===== src/rtl/ex_div_sched.sv =====
// ex_div_sched: sequencing controller between the EX stage and the
// signed/unsigned divider cores. It accepts one request at a time and issues
// it to the selected core. The 2*DATA_W result is held until EX takes it.
// A result still in flight when a flush arrives is drained and thrown away,
// because the cores cannot be aborted.
//
// Optional feature macro: DIV_ZERO_BYPASS_EN
//   When defined, a zero divisor seen in IDLE completes immediately with
//   {quotient = 0, remainder = dividend}, and neither core is issued.
module ex_div_sched #(
  parameter int DATA_W = 32
) (
  input  logic                  clk,
  input  logic                  rst,
  input  logic                  flush,
  input  logic                  req_valid,
  input  logic                  req_signed,
  input  logic [DATA_W-1:0]     req_dividend,
  input  logic [DATA_W-1:0]     req_divisor,
  output logic                  out_valid,
  output logic [2*DATA_W-1:0]   out_result,
  input  logic                  out_accept,
  output logic                  busy,
  output logic                  draining,
  output logic                  sdiv_src_valid,
  input  logic                  sdiv_src_ready,
  input  logic                  sdiv_res_valid,
  input  logic [2*DATA_W-1:0]   sdiv_res_data,
  output logic                  udiv_src_valid,
  input  logic                  udiv_src_ready,
  input  logic                  udiv_res_valid,
  input  logic [2*DATA_W-1:0]   udiv_res_data
);

  localparam logic [2:0] IDLE  = 3'd0;
  localparam logic [2:0] ISSUE = 3'd1;
  localparam logic [2:0] WAIT  = 3'd2;
  localparam logic [2:0] DONE  = 3'd3;
  localparam logic [2:0] DRAIN = 3'd4;

  logic [2:0]          state;
  logic [2:0]          state_nxt;
  logic                sel_signed;
  logic [2*DATA_W-1:0] result_q;

  // Handshake and result lines of whichever core owns the current request;
  // the other core's result line is never looked at.
  logic                src_ready_sel;
  logic                res_valid_sel;
  logic [2*DATA_W-1:0] res_data_sel;

  logic                capture;
  logic                bypass;

  assign src_ready_sel = sel_signed ? sdiv_src_ready : udiv_src_ready;
  assign res_valid_sel = sel_signed ? sdiv_res_valid : udiv_res_valid;
  assign res_data_sel  = sel_signed ? sdiv_res_data  : udiv_res_data;

`ifndef DIV_ZERO_BYPASS_EN
  // Operands go straight to the cores; only the bypass path reads them here.
  logic unused_operands;
  assign unused_operands = ^{req_dividend, req_divisor};
`endif

  // Next-state selection; flush takes priority over accept, and a flush that
  // meets an outstanding core operation turns it into a drain.
  always_comb begin
    state_nxt = state;
    capture   = 1'b0;
    bypass    = 1'b0;
    case (state)
      IDLE: begin
        if (req_valid && !flush) begin
`ifdef DIV_ZERO_BYPASS_EN
          if (req_divisor == '0) begin
            state_nxt = DONE;
            bypass    = 1'b1;
          end else begin
            state_nxt = ISSUE;
          end
`else
          state_nxt = ISSUE;
`endif
        end
      end
      ISSUE: begin
        if (src_ready_sel && flush)  state_nxt = DRAIN;
        else if (src_ready_sel)      state_nxt = WAIT;
        else if (flush)              state_nxt = IDLE;
      end
      WAIT: begin
        if (res_valid_sel && flush) begin
          state_nxt = IDLE;
        end else if (res_valid_sel) begin
          state_nxt = DONE;
          capture   = 1'b1;
        end else if (flush) begin
          state_nxt = DRAIN;
        end
      end
      DONE: begin
        if (flush || out_accept) state_nxt = IDLE;
      end
      DRAIN: begin
        if (res_valid_sel) state_nxt = IDLE;
      end
      default: state_nxt = IDLE;
    endcase
  end

  // State, core selection and held result; reset drops everything immediately.
  always_ff @(posedge clk or posedge rst) begin
    if (rst) begin
      state      <= IDLE;
      sel_signed <= 1'b0;
      result_q   <= '0;
    end else begin
      state <= state_nxt;
      if (state == IDLE && state_nxt == ISSUE) sel_signed <= req_signed;
      if (capture)     result_q <= res_data_sel;
      else if (bypass) result_q <= {{DATA_W{1'b0}}, req_dividend};
    end
  end

  assign busy           = (state != IDLE);
  assign draining       = (state == DRAIN);
  assign out_valid      = (state == DONE);
  assign out_result     = out_valid ? result_q : '0;
  assign sdiv_src_valid = (state == ISSUE) &&  sel_signed;
  assign udiv_src_valid = (state == ISSUE) && !sel_signed;

endmodule

===== config.mk =====
export PLATFORM = sky130hd
export DESIGN_NAME = ex_div_sched
export DESIGN_NICKNAME = d
export VERILOG_FILES = /design/src/rtl/ex_div_sched.sv
export SDC_FILE = /design/constraint.sdc
export NUM_CORES = 1
export LEC_CHECK = 0
export CAP_MARGIN = 40
export CORE_UTILIZATION = 36
export CTS_CLUSTER_DIAMETER = 50
export DETAILED_ROUTE_END_ITERATION = 8
export HOLD_SLACK_MARGIN = 0.06
export PLACE_DENSITY = 0.81
export RECOVER_POWER = 100
export SETUP_SLACK_MARGIN = 0.4
export SLEW_MARGIN = 20
export SYNTH_ARGS = -nofsm -noshare
export SYNTH_HDL_FRONTEND = slang
export SYNTH_SLANG_ARGS = --single-unit

===== constraint.sdc =====
create_clock -name clk -period 2.69 [get_ports clk]
set_input_delay 0.269 -clock clk [delete_from_list [all_inputs] [get_ports clk]]
set_output_delay 0.269 -clock clk [all_outputs]
set_load 0.01 [all_outputs]

* Yosys cells after proc, flatten, opt, wreduce, memory -nomap -nowiden *
Cells that the tools add are included.

storage, ports and cells
  input bits = 202
  word-level logic and storage cells = 36
  register bits = 68
  output and inout bits = 69

cells by class
  equal/unequal tests = 5
  reductions and logical operators = 11
  muxes and demuxes = 17

operator list
  cell                                           number
  2-to-1 mux 64 bit                              2
  2-to-1 mux 3 bit                               9
  case mux 3 bit (5 select lines)                1
  == test 3 x 1 -> 1 bit, second input constant  2
  == test 3 x 2 -> 1 bit, second input constant  2
  logical AND 1 bit                              6
  2-to-1 mux 1 bit                               5
  == test 3 bit, second input constant           1
  zero test 3 bit                                1
  nonzero test 3 bit                             1
  zero test 1 bit                                2
  logical OR 1 bit                               1

* Longest topological paths before layout *
Gate-level depths: netlist (run 1).

  word-level depth = 6
  gate-level depth with buffers = 6
  mapped depth without buffers = 3

* Worst setup path before layout (run 1) *
Ideal clock, no wire load.

  path type = reg-to-reg
  start = register sel_signed
  end = register result_q[10]
  cell stages (with the launch flop) = 7
  data arrival time = 1689 ps
  setup time = 125 ps
  slack = 876 ps
  data required time = 2565 ps
  cell sequence = dfrtp_1 -> buf_2 -> mux2i_1 -> or4_4 -> buf_6 -> buf_6 -> mux2_4

between the ends
  word-level cells in the longest chain between the ends = 4

RTL lines
  item                                                          RTL line  text
  from (decl)                                                   43        logic sel_signed;
  from (signal assigned)                                        119       if (state == IDLE && state_nxt == ISSUE) sel_signed <= req_signed;
  2-to-1 mux 1 bit                                              56        assign res_valid_sel = sel_signed ? sdiv_res_valid : udiv_res_valid;
  2-to-1 mux 1 bit / logical AND 1 bit (equally long branches)  94, 92
  2-to-1 mux 1 bit                                              92        if (res_valid_sel && flush) begin
  2-to-1 mux 1 bit                                              71        case (state)
  to (signal assigned)                                          120       if (capture) result_q <= res_data_sel;
  to (signal assigned)                                          121       else if (bypass) result_q <= {{DATA_W{1'b0}}, req_dividend};
  to (decl)                                                     44        logic [2*DATA_W-1:0] result_q;

Several ways; a longest one is shown, not always the timed one.
A chain may end at the register's enable or synchronous reset.

* Worst setup path in the final report (run 1) *
  start = register state[0]
  end = register result_q[21]

between the ends
  word-level cells in the longest chain between the ends = 2

RTL lines
  item                    RTL line  text
  from (decl)             41        logic [2:0] state;
  from (signal assigned)  118       state <= state_nxt;
  == test 3 x 2 -> 1 bit  71
  2-to-1 mux 1 bit        71

Every way passes these cells.

==> impl_summary.md, run 1 <==
Outcome
The run finished, with violations left. The checks that failed: max-capacitance violations, max-slew violations.

STA
The smallest hold slack is a little under 0.5 ns. The worst pin sits at a relative slew slack of -0.103. The clock arrives with 0.00892 ns of skew. The slew at the pin closest to its max-slew limit is approximately 1.7 ns. The final-report setup violation count is 0. The shortest period the worst path allows is about 2.4 ns. Summed over all failing endpoints, the final setup total negative slack is 0 ns. Based on the critical path, the design can be clocked at up to about 0.41 GHz. The final number of hold-violating endpoints is 0. The max-slew violation count was 69. Setup repair after global routing could not meet its margin everywhere.

The worst setup slack after layout is roughly 0.25 ns. The fraction of the cycle the final worst path needs is 0.907.

CTS
The clock latency reported for the late side of the worst-skew pair is around 0.33 ns. The CTS tree is built. The number of buffers created by CTS is 9.

Hold repair after CTS inserted 0 buffers. The H-tree generated during clock tree synthesis spans 3 levels. The clock drives 68 sinks. The clock transition at the register clock pins on the worst setup and hold paths after CTS is about 0.070 ns. The number of buffers between clock root and the deepest sink is 2. The cell sitting at the root of the clock tree is a sky130_fd_sc_hd__clkbuf_8.

Placement
Detailed placement finished with a half-perimeter wire length of between 7 and 8 mm. The number of port buffers is 206. The post-placement cell count is between 600 and 700. The final estimated routing congestion in global placement is a little under 0.8.

The worst slack at placement is 0.512 ns.

Synth
During synthesis, Yosys emitted a total of 0 warnings. Synthesis produced a netlist whose cell count is between 300 and 400. The mean post-synth cell area is about 13 um^2. The net count after synthesis is 514. Synthesis instantiated 22 different standard cells from the library. The share of the Yosys chip area taken by registers is 0.421. The post-synth design cell area is 4040 um^2. Counting flops and latches in the post-synthesis netlist gives about 70.

Final layout
The number of nets in the layout is 720. The layout cell share with drive strength beyond 1 is 0.258. Compared with the post-synthesis result, the final layout area differs by 56.3%.

The final instance count without filler cells is roughly 660. The number of antenna diodes in the final layout is 0.

Route
The routed layout has 3,130 vias. The count of nets left with antenna violations once routing finished came out at 0. The number of violations reported at the end of detailed-routing iteration 0 is 74.

The pre-antenna-repair detailed-routing pass consisted of 4 iterations. Dividing the detail-routed via count by the number of cells gives ~4.7. The number of DRC violations after detailed routing is 0.

The average detailed-routed wire length per instance is roughly 16 um. The sum of routed wire length over all layers is approximately 10 mm.

Pwr
The worst vdd rail ir drop is roughly 0.45 mV. Dividing total power by cell area gives a power density of 688 nW/um^2. For this design the static power due to leakage is around 0.0029 uW.

GRT
Entering global routing, the biggest net connects 69 pins. The number of antenna violations at the first check in global routing is 0. In the global route stage, overall resource usage came out at 0.184. The first-pass GRT wire length is 16.6 mm. The via count of the first global-routing pass is between 3,000 and 4,000. Global routing finished with a remaining overflow of 0.

Setup path
In this run the worst path has a maximum fanout of 30. The critical path data arrival time is 2.65 ns. The classification of the worst setup path is reg2reg. STA classifies the critical path startpoint as a register. At the worst endpoint, the required time is between 2 and 3 ns.

The worst setup path is captured at a register. The number of cell instances on the worst register-to-register path is 4.

Floorplanning
In this run the horizontal extent of the chip is 108 um. The area enclosed by the die boundary is 11,700 um^2. For this design the top-level I/O count stands at roughly 270.

The standard-cell row count is 38. The core region is between 10,000 and 15,000 um^2. The die outline height is between 100 and 150 um.

The initial utilization of the core area, before any placement, comes to 0.371.

Flow run
Across the run, the number of max-cap violations was 1.

Min path
The hold path depth is 1. The type of the tightest min-delay check is reg2reg.
-- synthesized netlist by cell type --
cell,number,area share
sky130_fd_sc_hd__a22oi_1,2,0.0037
sky130_fd_sc_hd__and2_1,64,0.099
sky130_fd_sc_hd__and3_1,1,0.0015
sky130_fd_sc_hd__and3b_1,1,0.0022
sky130_fd_sc_hd__buf_1,1,0.00093
sky130_fd_sc_hd__buf_2,3,0.0037
sky130_fd_sc_hd__buf_6,6,0.017
sky130_fd_sc_hd__clkbuf_1,13,0.012
sky130_fd_sc_hd__dfrtp_1,68,0.42
sky130_fd_sc_hd__inv_1,2,0.0019
sky130_fd_sc_hd__mux2_2,81,0.23
sky130_fd_sc_hd__mux2_4,49,0.18
sky130_fd_sc_hd__mux2i_1,1,0.0025
sky130_fd_sc_hd__nand2_1,5,0.0046
sky130_fd_sc_hd__nand2b_1,2,0.0031
sky130_fd_sc_hd__nor2_1,4,0.0037
sky130_fd_sc_hd__nor2b_1,2,0.0031
sky130_fd_sc_hd__nor3_1,1,0.0012
sky130_fd_sc_hd__nor3b_1,2,0.0037
sky130_fd_sc_hd__o21ai_0,2,0.0025
sky130_fd_sc_hd__o311ai_0,1,0.0022
sky130_fd_sc_hd__or4_4,1,0.0028
-- per-stage QoR --
step | cell area (um^2) | total power, uW | util
6_report | 6320 | 4350 | 0.580
5_1_grt | 6320 | 4640 | 0.580
4_1_cts | 6470 | 4620 | 0.594
3_5_place_dp | 6220 | 3730 | 0.571
3_3_place_gp | 6220 | 3640 | 0.571
2_1_floorplan | 4040 | 3150 | -
-- per-layer routing --
metal | global-route usage | share of wire | up-vias
met4 | 0.0587 | 0.020 | 0
li1 | - | - | 1483
met5 | 0 | 0 | -
met3 | 0.0603 | 0.077 | 21
met2 | 0.325 | 0.52 | 122
met1 | 0.207 | 0.39 | 1504
-- sequential cells by signal, indices dropped and copies added, names as in the netlist --
signal and flops:
result_q 64, sel_signed 1, state 3
-- cell families after synthesis --
| group | count (synthesis) | share of synthesized area |
|---|---|---|
| compound gates | 5 | 0.00836 |
| buf+inv | 25 | 0.0353 |
| flops | 68 | 0.421 |
| mux | 131 | 0.410 |
| simple gates | 83 | 0.125 |
-- path summary, 6_finish.rpt --
check                                         start                       end  slack, ns
max in group asynchronous                       rst    sel_signed$_DFFE_PP0P_       0.65
setup reg to reg                 state[0]$_DFF_PP0_  result_q[21]$_DFFE_PP0P_       0.25
hold / removal             result_q[32]$_DFFE_PP0P_  result_q[32]$_DFFE_PP0P_       0.48
setup / recovery                 state[0]$_DFF_PP0_  result_q[21]$_DFFE_PP0P_       0.25
min in group asynchronous                       rst  result_q[20]$_DFFE_PP0P_       0.95
hold reg to reg            result_q[32]$_DFFE_PP0P_  result_q[32]$_DFFE_PP0P_       0.48
-- placed cells by master (no fill, tap or decap), types with 10 or more instances in the layout --
cell type                         netlist  layout
sky130_fd_sc_hd__clkdlybuf4s50_1        0     137
sky130_fd_sc_hd__mux2_2                81      80
sky130_fd_sc_hd__dfrtp_1               68      65
sky130_fd_sc_hd__and2_1                64      55
sky130_fd_sc_hd__dlygate4sd2_1          0      33
sky130_fd_sc_hd__mux2_1                 0      26
sky130_fd_sc_hd__mux2_4                49      24
sky130_fd_sc_hd__clkdlybuf4s25_1        0      20
sky130_fd_sc_hd__dlygate4sd3_1          0      10
-- what timing repair did --
item,in CTS,in global routing
endpoints found under the setup margin,65,31
cloned,1,0
buffers inserted,4,0
resized for setup,42,26
pin swaps,1,1
-- where the power goes --
group | leakage (uW) | switching, uW | internal [uW]
registers | 0.000857 | 237 | 1520
logic | 0.00198 | 631 | 1160
clock network | 0.0000931 | 385 | 424
-- critical path: stages, from the launching register on --
cell,delay (ns)
sky130_fd_sc_hd__dfrtp_2,0.40
sky130_fd_sc_hd__clkbuf_1,0.20
sky130_fd_sc_hd__or4_4,0.58
sky130_fd_sc_hd__clkbuf_2,0.61
sky130_fd_sc_hd__mux2_4,0.51
-- layout make-up --
| cell class | count | area (um^2) |
|---|---|---|
| clock inverter | 5 | 52.6 |
| sequential | 68 | 1710 |
| clock buffer | 11 | 131 |
| inverter | 2 | 7.51 |
| multi-input combinational | 219 | 2120 |
| tap | 140 | 175 |
| timing repair buffer | 218 | 2130 |
| fill | 970 | 4570 |
Note: power is estimated with default switching activity, not from simulation.
==> run 2: changes to the inputs <==
--- a/config.mk
+++ b/config.mk
@@ -6,13 +6,15 @@
 export NUM_CORES = 1
 export LEC_CHECK = 0
 export CAP_MARGIN = 40
-export CORE_UTILIZATION = 36
+export CORE_AREA = 2 2 104 106
 export CTS_CLUSTER_DIAMETER = 50
 export DETAILED_ROUTE_END_ITERATION = 8
+export DIE_AREA = 0 0 106 108
+export DONT_BUFFER_PORTS = 1
 export HOLD_SLACK_MARGIN = 0.06
-export PLACE_DENSITY = 0.81
 export RECOVER_POWER = 100
 export SETUP_SLACK_MARGIN = 0.4
+export SKIP_CTS_REPAIR_TIMING = 1
 export SLEW_MARGIN = 20
 export SYNTH_ARGS = -nofsm -noshare
 export SYNTH_HDL_FRONTEND = slang
==> run 2 against run 1 <==
The flow now finishes without violations. Wire length shrank 13%. Via count shrank 23%. Final cell count shrank 32%. Critical path type unchanged. Fmax grew 10%. Non-clock buffer count shrank 206. Highest routed layer is now met5. Hold slack lost 0.38 ns. Total power shrank 9.9%. Clock skew grew 0.0010 ns. Clock power grew 3.5%. Final area shrank 33%. Largest cell class is now multi-input combinational cells. Register-to-register slack gained 0.23 ns.
==> impl_summary.md, run 2 (same netlist as run 1, synthesis figures left out) <==
Pwr
The worst vdd rail ir drop is roughly 0.57 mV. Overall power consumption after layout is estimated at 3920 uW. For this design the static power due to leakage is 0.00181 uW. The power per unit of standard cell area is just over 900 nW/um^2.

Setup path
The critical path capture point type is a register. The critical register-to-register path endpoint is result_q[32]$_DFFE_PP0P_. Following the worst setup path forward leads to its endpoint at result_q[32]$_DFFE_PP0P_. The first element of the critical path is state[2]$_DFF_PP0_. The setup path with the least slack is of type reg2reg. The number of cell instances on the worst register-to-register path is 4. The worst register-to-register path begins at state[2]$_DFF_PP0_.

The critical path data arrival time is around 2.4 ns. The required arrival time at the worst endpoint is ~2.9 ns. STA classifies the critical path startpoint as a register. The largest fanout on the critical path is 38. The worst setup slack for register-to-register paths is slightly below 0.5 ns.

STA
The max-slew violation count came to 0. Setup violations remaining at the end of the flow were counted as 0. The shortest period the worst path allows is about 2.2 ns. For the pin with the worst max-slew slack, the measured transition is 1.26 ns.

On the final layout, the worst clock skew is between 0.009 and 0.01 ns. For the final routed database, the setup TNS stands at 0 ns. Setup repair after global routing could not meet its margin everywhere.

The final number of hold-violating endpoints was 0. The fraction of the cycle the final worst path needs is 0.821. Setup slack closes at slightly below 0.5 ns.

In this run the tightest slew margin relative to its limit is 0.159. Derived from the worst setup path, the maximum achievable clock frequency is around 0.45 GHz.

Final layout
Relative to the synthesized area, the layout overhead comes to 4.83%. In the final layout, the share of cells above drive strength 1 is 0.329. The library cells used most frequently in the layout, excluding fill and tap cells, are sky130_fd_sc_hd__mux2_2 (80), sky130_fd_sc_hd__dfrtp_1 (67), sky130_fd_sc_hd__and2_0 (62), sky130_fd_sc_hd__mux2_1 (49), sky130_fd_sc_hd__clkbuf_8 (11). The commonest non-fill, non-tap cell in the layout is sky130_fd_sc_hd__mux2_2. The number of nets in the layout is around 500.

The register with the most flip-flops in the final layout is result_q. The register with the most flip-flops in the layout has 64 of them. The largest registers in the layout are result_q: 64 flops, state: 3 flops, sel_signed: 1 flops. The count of cells in the finished layout, fillers not included, comes to between 400 and 500.

Flow run
The tool flagged a number of max-cap violations equal to 0.

Route
The routed via count is approximately 2,400. The number of violations reported at the end of detailed-routing iteration 0 is 50. The average detailed-routed wire length per instance is 20.0 um. The number of routed nets with antenna violations is 0. The number of optimization iterations in the first detailed-route pass is 4. The routed design has 9.06 mm of wire.

The via-per-instance ratio is ~5.3. The number of DRC violations after detailed routing is 0.

Floorplanning
The area enclosed by the die boundary is ~11,000 um^2. The standard-cell row count is 37. The top-level I/O count is 271. The die is between 100 and 150 um wide. The effective utilization at floorplan is 0.395. The die outline height is 108 um. The area of the core is between 10,000 and 15,000 um^2.

Placement
In this run the tool buffered the top-level ports with 0 buffer cells. In this run, placement finished with an instance count of between 400 and 500. The worst slack at placement is 0.715 ns. The half-perimeter wire length after detailed placement is ~6.3 mm. The final estimated routing congestion in global placement is slightly above 0.7.

GRT
In the global route stage, met3 resource usage came out at 0.0645. The met2 layer usage reported by global route is 0.238. The via count of the first global-routing pass is 2,349. The global routing met1 resource utilization is 0.201. The first global-routing pass estimated between 10 and 15 mm of wire. The number of antenna violations at the first check in global routing is 4.

In the global route stage, overall resource usage came out at 0.155. The largest net degree at the start of global routing is slightly below 70. met2 is the most crowded layer. Summed over all layers, the global routing overflow is 0.

CTS
The clock passes through at most 2 buffers. Clock tree synthesis inserted a total of 9 buffers. The clock latency reported for the late side of the worst-skew pair is between 0.3 and 0.4 ns. The CTS tree is built. The root buffer selected by CTS is sky130_fd_sc_hd__clkbuf_8. The number of levels the H-tree was split into is 3. The clock transition at the register clock pins on the worst setup and hold paths after CTS is roughly 0.060 ns. The TritonCTS sink count is just under 70.

Min path
The min-delay analysis places its worst path in the category in2reg.

Outcome
The flow ran to the end, and the final reports show no timing, DRC or antenna violations.
==> run 2: cell types whose count changed in the layout (fill, tap and decap cells not counted), moves of 4 or more <==
cell	previous run	this run
sky130_fd_sc_hd__and2_0	9	62
sky130_fd_sc_hd__and2_1	55	2
sky130_fd_sc_hd__clkbuf_1	7	2
sky130_fd_sc_hd__clkbuf_2	4	0
sky130_fd_sc_hd__clkdlybuf4s25_1	20	0
sky130_fd_sc_hd__clkdlybuf4s50_1	137	0
sky130_fd_sc_hd__dlygate4sd2_1	33	0
sky130_fd_sc_hd__dlygate4sd3_1	10	3
sky130_fd_sc_hd__mux2_1	26	49
sky130_fd_sc_hd__mux2_4	24	1
==> run 2: layer usage <==
| layer | share of wire | up-vias |
|---|---|---|
| li1 | - | 1075 |
| met2 | 0.48 | 119 |
| met1 | 0.42 | 1186 |
| met5 | 0.0030 | - |
| met4 | 0.011 | 4 |
| met3 | 0.081 | 13 |
==> run 2: final cells by class <==
cell class | count | area, um^2
clock buffer | 12 | 155
multi-input combinational | 220 | 2020
sequential | 68 | 1700
timing repair buffer | 12 | 141
fill | 1029 | 5990
antenna | 2 | 5.00
tap | 136 | 170
clock inverter | 2 | 35.0
inverter | 2 | 7.51
==> run 2: worst max-delay path, stage by stage, from the launching register on <==
cell,delay [ns]
sky130_fd_sc_hd__dfrtp_1,0.43
sky130_fd_sc_hd__nand2b_1,0.28
sky130_fd_sc_hd__or4_1,0.48
sky130_fd_sc_hd__buf_2,0.42
sky130_fd_sc_hd__mux2_1,0.45
==> run 2: how the worst min path moves through the flow <==
stage / startpoint / to / slack (ns) / depth (start not counted)
floorplan: flush / state[1]$_DFF_PP0_ / 0.34 / 1
global placement: flush / state[1]$_DFF_PP0_ / 0.34 / 1
detailed placement: rst / result_q[46]$_DFFE_PP0P_ / 0.16 / 1
CTS: rst / result_q[49]$_DFFE_PP0P_ / -0.22 / 1
global route: flush / state[2]$_DFF_PP0_ / 0.08 / 2
finish: flush / state[2]$_DFF_PP0_ / 0.10 / 2
==> run 2: where the power goes <==
part | switching [uW] | internal, uW
logic | 548 | 776
clock network | 368 | 468
registers | 242 | 1510
total | 1160 | 2760
==> run 2: metrics by stage <==
| stage | hold slack [ns] | instance area, um^2 | utilization |
|---|---|---|---|
| 2_1_floorplan | 0.340 | 4040 | - |
| 3_3_place_gp | 0.343 | 4150 | 0.405 |
| 3_5_place_dp | 0.156 | 4170 | 0.407 |
| 4_1_cts | -0.218 | 4360 | 0.426 |
| 5_1_grt | 0.0766 | 4230 | 0.414 |
| 6_report | 0.105 | 4240 | 0.414 |
